==> src/rtl/result_uart_tx.sv <==
// Sweeps a DRAM address range after the processor finishes and sends each byte
// out as an 8N1 UART frame, LSB first.
module result_uart_tx #(
   parameter int          CLKS_PER_BIT = 434,
   parameter logic [15:0] START_ADDR   = 16'd0,
   parameter logic [15:0] NUM_BYTES    = 16'd9
) (
   input  logic        clock,
   input  logic        rst,
   input  logic        start,
   input  logic [7:0]  dm_q,
   output logic [15:0] rd_addr,
   output logic        busy,
   output logic        done,
   output logic        tx
);

   localparam logic [15:0] BAUD_LAST = 16'(CLKS_PER_BIT - 1);

   typedef enum logic [3:0] {
      S_IDLE,
      S_ADDR,
      S_WAIT,
      S_LOAD,
      S_START_BIT,
      S_DATA,
      S_STOP_BIT,
      S_NEXT,
      S_DONE
   } state_t;

   state_t      state;
   logic [15:0] baud_cnt;
   logic [15:0] count;
   logic [2:0]  bit_idx;
   logic [7:0]  shift;

   // tx is registered from the current state, so the line trails the state by
   // one cycle; every bit still lasts exactly CLKS_PER_BIT cycles.
   always_ff @(posedge clock or posedge rst) begin
      if (rst) begin
         state    <= S_IDLE;
         tx       <= 1'b1;
         busy     <= 1'b0;
         done     <= 1'b0;
         rd_addr  <= START_ADDR;
         count    <= 16'd0;
         baud_cnt <= 16'd0;
         bit_idx  <= 3'd0;
         shift    <= 8'd0;
      end else begin
         tx <= 1'b1;
         case (state)
            S_IDLE: begin
               if (start) begin
                  state   <= S_ADDR;
                  busy    <= 1'b1;
                  done    <= 1'b0;
                  rd_addr <= START_ADDR;
                  count   <= 16'd0;
               end
            end
            S_ADDR: state <= S_WAIT;
            S_WAIT: state <= S_LOAD;
            S_LOAD: begin
               shift    <= dm_q;
               baud_cnt <= 16'd0;
               state    <= S_START_BIT;
            end
            S_START_BIT: begin
               tx <= 1'b0;
               if (baud_cnt == BAUD_LAST) begin
                  baud_cnt <= 16'd0;
                  bit_idx  <= 3'd0;
                  state    <= S_DATA;
               end else begin
                  baud_cnt <= baud_cnt + 16'd1;
               end
            end
            S_DATA: begin
               tx <= shift[0];
               if (baud_cnt == BAUD_LAST) begin
                  baud_cnt <= 16'd0;
                  shift    <= {1'b0, shift[7:1]};
                  if (bit_idx == 3'd7) begin
                     state <= S_STOP_BIT;
                  end else begin
                     bit_idx <= bit_idx + 3'd1;
                  end
               end else begin
                  baud_cnt <= baud_cnt + 16'd1;
               end
            end
            S_STOP_BIT: begin
               if (baud_cnt == BAUD_LAST) begin
                  baud_cnt <= 16'd0;
                  state    <= S_NEXT;
               end else begin
                  baud_cnt <= baud_cnt + 16'd1;
               end
            end
            S_NEXT: begin
               count <= count + 16'd1;
               // The address is left on the last byte so a dump ending at
               // 16'hFFFF never wraps.
               if (count + 16'd1 == NUM_BYTES) begin
                  busy  <= 1'b0;
                  state <= S_DONE;
               end else begin
                  rd_addr <= rd_addr + 16'd1;
                  state   <= S_ADDR;
               end
            end
            S_DONE: begin
               done  <= 1'b1;
               state <= S_IDLE;
            end
            default: state <= S_IDLE;
         endcase
      end
   end

endmodule

==> config.mk <==
export PLATFORM = sky130hd
export DESIGN_NAME = result_uart_tx
export DESIGN_NICKNAME = d
export VERILOG_FILES = /design/src/rtl/result_uart_tx.sv
export SDC_FILE = /design/constraint.sdc
export NUM_CORES = 1
export LEC_CHECK = 0
export CORE_MARGIN = 5
export CORE_UTILIZATION = 64
export DETAILED_ROUTE_END_ITERATION = 10
export DONT_BUFFER_PORTS = 1
export GPL_ROUTABILITY_DRIVEN = 0
export PLACE_DENSITY_LB_ADDON = 0.12
export SETUP_SLACK_MARGIN = 0.5
export SLEW_MARGIN = 20
export SYNTH_ARGS = -nofsm -noshare
export SYNTH_HDL_FRONTEND = slang
export SYNTH_SLANG_ARGS = --single-unit
==> constraint.sdc <==
create_clock -name clock -period 3.8 [get_ports clock]
set_input_delay 0.76 -clock clock [delete_from_list [all_inputs] [get_ports clock]]
set_output_delay 0.76 -clock clock [all_outputs]
set_load 0.02 [all_outputs]
After elaboration in Yosys (flattened, before gate mapping)

Index checks and enable logic that the tools add are counted.

Div/mod/pow operators: 0
Reductions and logical operators: 14
Shifts and indexed selects: 0
Bitwise logic cells: 0
Order comparisons: 0
Eq/ne operators: 19
Multipliers: 0
Muxes and demuxes: 25
Add/subtract/negate cells: 4

Operators with widths:

| operator                                              | number |
|---|---|
| case mux 16 bit (2 select lines)                      | 3 |
| adder 16 x 1 -> 16 bit (second input constant)        | 3 |
| 2-to-1 mux 16 bit                                     | 3 |
| case mux 4 bit (8 select lines)                       | 1 |
| 2-to-1 mux 4 bit                                      | 6 |
| equality test 16 x 4 -> 1 bit (second input constant) | 1 |
| equality test 16 x 9 -> 1 bit (second input constant) | 1 |
| equality test 4 x 3 -> 1 bit (second input constant)  | 4 |
| inequality test 2 bit (second input constant)         | 8 |
| case mux 8 bit (2 select lines)                       | 1 |
| nonzero test 2 bit                                    | 5 |
| 2-to-1 mux 3 bit                                      | 3 |
| equality test 4 x 2 -> 1 bit (second input constant)  | 2 |
| 2-to-1 mux 8 bit                                      | 1 |
| case mux 1 bit (2 select lines)                       | 3 |
| case mux 3 bit (2 select lines)                       | 1 |
| AND reduction 2 bit                                   | 3 |
| AND reduction 3 bit                                   | 2 |
| AND reduction 5 bit                                   | 1 |
| equality test 4 x 1 -> 1 bit (second input constant)  | 1 |
| equality test 4 bit (second input constant)           | 1 |
| zero test 4 bit                                       | 1 |
| AND reduction 4 bit                                   | 1 |
| adder 3 x 1 -> 3 bit (second input constant)          | 1 |
| other kinds (3)                                       | 5 |

Bits in writable memories: 0
Bits in read-only memories: 0
Bits of input ports: 11
Memories kept: 0
Output and inout bits: 19
Bits in latches: 0
Logic and storage cells: 71
Flip-flop bits (word level): 66

Logic depth before layout (Yosys ltp)

Gate-level depths: netlist of run 1.

Depth after elaboration: 4
Gate-level depth with buffers: 11
Mapped depth without buffers: 8

Worst setup path after synthesis of run 1

No wires, ideal clock.

Kind: register to register
Start point: register count[1]
End point: register rd_addr[14]
Cell stages (with the launch flop): 11
Path buffers: 2
Arrival: 2.555 ns
Path slack: 1.109 ns
Setup time: 0.136 ns
Clock period less this slack: 2.691 ns
Data required time: 3.664 ns
Path through: dfrtp_1 -> ha_1 -> buf_2 -> and4_1 -> buf_2 -> and4_1 -> or3_1 -> a2111o_1 -> o2111ai_4 -> or4_1 -> a21oi_1

Word-level cells in the longest chain between the ends: 4

Ends and longest elaborated chain:

| element                         | line | RTL |
|---|---|---|
| start: declaration              | 34   | `logic [15:0] count;` |
| start signal: assignment        | 103  | `count <= count + 16'd1;` |
| adder 16 x 1 -> 16 bit          | 106  | `if (count + 16'd1 == NUM_BYTES) begin` |
| equality test 16 x 4 -> 1 bit   | 106  |  |
| inequality test 2 bit (no line) | n/a  |  |
| AND reduction 3 bit (no line)   | n/a  |  |
| end signal: assignment          | 110  | `rd_addr <= rd_addr + 16'd1;` |
| end: declaration                | 12   | `output logic [15:0] rd_addr,` |

Every way passes these cells.
A chain may end at the register's enable or synchronous reset.

Worst setup path after layout of run 1

Start point: register count[0]
End point: register rd_addr[15]

Same word-level chain as after synthesis.

==> impl_metrics.py, run 1 <==
metrics = {
    "sta": {
        "slew_viol_final": 0,
        "finalClockSkew_ps": 14.7,
        "period_needed_ps": 2960,
        "worst_pin_slew_ps": 894,
        "post-route-period-util": 0.780,
        "hold_violations": 0,
        "setup_ws_ps": 836,
        "fin_tns_setup_ps": 0,
        "finalSetupViolCount": 0,
        "slew_headroom": 0.402,
        "rsz0062_at_grt": "false",
        "clock.fmax_mhz": 337,
        "hold_slack_ps": 395,
    },
    "critical_path": {
        "rrSetupSlack_ps": 840,
        "timing.rr.start": "count[0]$_DFFE_PP0P_",
        "r2r_cells": 9,
        "critPathArrivalTime_ps": 3250,
        "crit_type": "reg2reg",
        "reg2reg_to": "rd_addr[15]$_DFFE_PP0P_",
        "required_ps": 4080,
        "path_max_fanout": 13,
        "end_kind": "flip-flop",
        "crit_path_start_kind": "flip-flop",
    },
    "floorplanning": {
        "coreArea_um2": 5850,
        "row_count": 28,
        "die_h_um": 87.0,
        "initial_core_util": 0.648,
        "io_pins": 30,
        "dieWidth_um": 87.0,
        "dieArea_um2": 7560,
    },
    "detailed_routing": {
        "route.vias.total": 3083,
        "first_pass_iters": 5,
        "routed_wl_mm": 7.71,
        "drc_errors": 0,
        "vias_per_cell": 6.29,
        "drt_iter0_drc": 162,
        "wl_per_cell_um": 15.7,
        "drtAntennaViolNets": 0,
    },
    "logic_synthesis": {
        "synth-async-reset-ratio": 1.00,
        "syn_nets": 439,
        "syn_inst": 421,
        "synth_top_area_frac": 0.429,
        "yosysWarnings": 0,
        "synth_seq_cells": 66,
        "synthTopCellsByArea": "dfrtp_1, o21ai_0, nand2_1",
        "synthFlopType": "dfrtp_1",
        "ys_types": 59,
        "syn-cell-area_um2": 3790,
        "synth_top_area_cell": "dfrtp_1",
        "synth_edf_count": 0,
        "synth-seq-area-share": 0.436,
        "syn_avg_cell_area_um2": 9.00,
    },
    "final_layout": {
        "layout-drive-gt1-share": 0.0795,
        "insertedDiodeCount": 0,
        "layout_commonest_cell": "dfrtp_1",
        "area.growth.synth_to_final_pct": 6.50,
        "final_cell_mix": "dfrtp_1, o21ai_0, nand2_1",
        "fin_nets": 428,
        "fillerInstances": 440,
    },
    "grt": {
        "grt_max_degree": 35,
        "overflow": 0,
        "antenna_found_initial": 0,
        "grtUsageTotal": 0.229,
        "grt_first_pass_wirelength_mm": 13.7,
        "grt_pass1_vias": 3011,
    },
    "cts": {
        "cts_max_level": 3,
        "clockRootBuffer": "clkbuf_8",
        "clk_path_buf_depth": 2,
        "path_clk_slew_ps": 80,
        "cts_resized": 0,
        "hold_buffers": 0,
        "clock_latency_ps": 350,
        "clock-sinks": 66,
        "cts_tree": "yes",
        "cts_buffers": 9,
        "postCtsSetupRepairBufs": 0,
    },
    "flow_run": {
        "maxCapViolCount": 0,
    },
    "worst_hold_path": {
        "worstHoldPathType": "in2async",
    },
    "place": {
        "place_hpwl_mm": 5.19,
        "post-place-ws_ps": 894,
        "io_buffers": 0,
    },
    "power_and_ir_drop": {
        "vdd_drop_max_mv": 0.474,
        "total_leakage_power_nw": 1.72,
        "pwr_density_cell_nw_per_um2": 659,
    },
    "run_status": {
        "status": "complete, no violations",
    },
}
registers in the layout (all words and copies together), names as in the netlist:
register / flops
shift: 8
done: 1
bit_idx: 3
rd_addr: 16
count: 16
tx: 1
baud_cnt: 16
busy: 1
state: 4
cell type report:
| cell class | count | area (um2) | area share |
|---|---|---|---|
| Sequential cell | 66 | 1650 | 0.409 |
| Multi-Input combinational cell | 315 | 1970 | 0.487 |
| Clock inverter | 6 | 105 | 0.0260 |
| Timing Repair Buffer | 6 | 45.0 | 0.0112 |
| Inverter | 12 | 45.0 | 0.0112 |
| Tap cell | 75 | 93.8 | 0.0232 |
| Clock buffer | 10 | 128 | 0.0316 |
kinds of logic (layout without fill, tap and decap cells):
| family | count (synthesis) | count (layout) | synth area share |
|---|---|---|---|
| buf+inv | 40 | 34 | 0.0449 |
| fa+ha+maj | 7 | 7 | 0.0231 |
| mux | 8 | 8 | 0.0211 |
| xor+xnor | 12 | 12 | 0.0277 |
| flops | 66 | 66 | 0.436 |
| compound gates | 123 | 123 | 0.212 |
| simple gates | 165 | 165 | 0.235 |
synthesized netlist by cell type, types with 2 or more instances:
cell	count
nand2_1	42
ha_1	7
o21ai_0	52
nor2_1	34
or4_1	6
dfrtp_1	65
nor3b_1	3
nor2b_1	3
nand3_1	20
xnor2_1	5
a21oi_1	13
nor4_1	2
nor3_1	3
o31ai_1	16
o41ai_1	3
buf_2	10
a2111o_1	2
mux2i_1	8
o22ai_1	2
and2_1	3
nand4_1	8
a31oi_1	5
inv_1	12
and4_1	6
a22o_1	3
o211ai_1	8
and3_1	8
nand3b_1	5
clkbuf_1	16
or3_1	8
o21ai_1	5
xor2_1	7
nand2b_1	5
metrics by stage:
stage | instance area, um2 | total power [mW] | util | std cells
3_5_place_dp | 3800 | 1.96 | 0.650 | 474
5_1_grt | 4040 | 2.87 | 0.690 | 490
3_3_place_gp | 3800 | 1.93 | 0.650 | 474
6_report | 4040 | 2.66 | 0.690 | 490
2_1_floorplan | 3790 | 1.79 | - | 421
4_1_cts | 4040 | 2.67 | 0.690 | 490
critical path, cell delays in order (launching register included):
cell	delay (ps)
dfrtp_1	530
ha_1	350
and4_1	340
and3_1	320
nor4b_1	120
a31oi_4	320
nor2_1	90
buf_4	190
or4_1	510
a21oi_1	140
power breakdown:
part	switching (mW)	internal, mW	total [mW]
sequential	0.348	0.881	1.23
clock	0.281	0.433	0.713
combinational	0.430	0.288	0.717
total	1.06	1.60	2.66
how the worst max path moves through the flow:
stage | start | end | slack, ps
6_report | count[0]$_DFFE_PP0P_ | rd_addr[15]$_DFFE_PP0P_ | 840
3_5_place_dp | count[0]$_DFFE_PP0P_ | rd_addr[15]$_DFFE_PP0P_ | 890
4_1_cts | count[0]$_DFFE_PP0P_ | rd_addr[15]$_DFFE_PP0P_ | 860
5_1_grt | count[0]$_DFFE_PP0P_ | rd_addr[15]$_DFFE_PP0P_ | 650
2_1_floorplan | count[1]$_DFFE_PP0P_ | rd_addr[14]$_DFFE_PP0P_ | 1110
3_3_place_gp | count[0]$_DFFE_PP0P_ | rd_addr[15]$_DFFE_PP0P_ | 970
routing by layer:
metal | track usage | share of wire
met5 | 0 | 0
met4 | 0.0949 | 0.015
met3 | 0.0530 | 0.051
met2 | 0.378 | 0.48
met1 | 0.289 | 0.46
Power figures use the tool's default switching activity.
==> run 2, diff against run 1 <==
- clock period: 3.8 -> 3.1 ns (I/O delays scaled with it)
==> impl_metrics.py, run 2 (synthesized netlist as in run 1, its figures left out) <==
metrics = {
    "run_status": {
        "status": "complete, no violations",
    },
    "sta": {
        "fin_tns_setup_ps": 0,
        "post-route-period-util": 0.813,
        "worst_pin_slew_ps": 784,
        "slew_headroom": 0.475,
        "slew_viol_final": 0,
        "rsz0062_at_grt": "true",
        "clock.fmax_mhz": 397,
        "finalSetupViolCount": 0,
        "hold_violations": 0,
        "finalClockSkew_ps": 13.2,
        "period_needed_ps": 2520,
    },
    "detailed_routing": {
        "drc_errors": 0,
        "route.vias.total": 3160,
        "vias_per_cell": 6.27,
        "wl_per_cell_um": 15.9,
        "first_pass_iters": 4,
        "drt_iter0_drc": 175,
        "routed_wl_mm": 8.03,
        "drtAntennaViolNets": 0,
    },
    "place": {
        "place_hpwl_mm": 5.31,
        "io_buffers": 0,
    },
    "critical_path": {
        "crit_buf_inv": 0,
        "crit_path_start_kind": "flip-flop",
        "path_cells": "ha_4 > and4_4 > and4_4 > or3_4 > a2111o_1 > o2111ai_4 > or3_1 > a21oi_1",
        "path_max_fanout": 7,
        "slowest_delay_ps": 550,
        "crit_cells": 8,
        "cp_top_family": "compound AO/OA/AOI/OAI gates",
        "r2r_cells": 8,
        "cp_common_cell": "and4_4",
        "required_ps": 3340,
        "crit_slowest_cell": "a2111o_1",
        "critPathArrivalTime_ps": 2760,
        "crit_type": "reg2reg",
        "end_kind": "flip-flop",
    },
    "final_layout": {
        "final_cell_mix": "dfrtp_1, o21ai_0, nand2_1",
        "fin_nets": 442,
        "layout-drive-gt1-share": 0.147,
        "layout_commonest_cell": "dfrtp_1",
        "insertedDiodeCount": 0,
        "top_regs": "baud_cnt: 16 flops, count: 16 flops, rd_addr: 16 flops",
        "final_util": 0.706,
        "area.growth.synth_to_final_pct": 9.01,
    },
    "floorplanning": {
        "coreArea_um2": 5850,
        "dieWidth_um": 87.0,
        "initial_core_util": 0.648,
        "row_count": 28,
        "dieArea_um2": 7560,
        "io_pins": 30,
        "die_h_um": 87.0,
    },
    "cts": {
        "clockRootBuffer": "clkbuf_8",
        "clock-sinks": 66,
        "cts_max_level": 3,
        "path_clk_slew_ps": 80,
        "cts_tree": "yes",
        "clock_latency_ps": 350,
        "cts_buffers": 9,
        "hold_buffers": 0,
        "clk_path_buf_depth": 2,
    },
    "grt": {
        "grt_max_degree": 42,
        "grt_pass1_vias": 2930,
        "grtUsageTotal": 0.227,
        "grt_first_pass_wirelength_mm": 13.7,
        "antenna_found_initial": 0,
        "overflow": 0,
    },
    "power_and_ir_drop": {
        "total_leakage_power_nw": 1.74,
        "pwr_density_cell_nw_per_um2": 760,
        "vdd_drop_max_mv": 0.745,
    },
    "worst_hold_path": {
        "worstHoldPathType": "in2async",
    },
    "flow_run": {
        "maxCapViolCount": 0,
    },
}
-- run 2: path summary, 6_finish.rpt --
check	startpoint	slack [ps]	end
worst max-delay path	count[1]$_DFFE_PP0P_	580	rd_addr[11]$_DFFE_PP0P_
worst min-delay path	rst	210	shift[6]$_DFFE_PP0P_
worst max register to register	count[1]$_DFFE_PP0P_	580	rd_addr[11]$_DFFE_PP0P_
worst min register to register	shift[3]$_DFFE_PP0P_	480	shift[3]$_DFFE_PP0P_
max in group asynchronous	rst	2410	count[5]$_DFFE_PP0P_
min in group clock	dm_q[7]	430	shift[7]$_DFFE_PP0P_
-- run 2: per-layer routing --
layer / global-route usage / wire, um / share of wire / vias to the layer above
li1: - / - / - / 1548
met1: 0.291 / 3590 / 0.45 / 1515
met2: 0.362 / 3810 / 0.47 / 79
met3: 0.0624 / 476 / 0.059 / 18
met4: 0.0892 / 155 / 0.019 / 0
met5: 0 / 0 / 0 / -
-- run 2: final cells by class --
class                      count  area [um2]
multi-input combinational    315        2010
fill                         434        1720
sequential                    66        1660
timing repair buffer          20         154
clock buffer                  10         128
tap                           75        93.8
inverter                      12        45.0
clock inverter                 6        35.0
-- run 2: timing repair --
action | in CTS | in global routing
pin swaps | 3 | 7
hold endpoints to repair | 0 | 0
endpoints found under the setup margin | 18 | 18
setup buffers | 4 | 6
gates resized for setup | 7 | 11
-- run 2: metrics by stage --
stage / total power, mW / instance area [um2] / setup slack, ps / cells / hold slack [ps]
6_report: 3.14 / 4130 / 579 / 504 / 211
5_1_grt: 3.37 / 4130 / 465 / 504 / 229
4_1_cts: 3.07 / 4050 / 508 / 498 / 212
3_5_place_dp: 2.43 / 3850 / 315 / 478 / 467
3_3_place_gp: 2.39 / 3850 / 380 / 478 / 463
2_1_floorplan: 2.20 / 3810 / 461 / 421 / 443
-- run 2: report_power, final --
part | internal, mW | switching [mW] | total (mW)
clock | 0.284 | 0.341 | 0.625
combinational | 0.427 | 0.592 | 1.02
sequential | 1.09 | 0.405 | 1.50
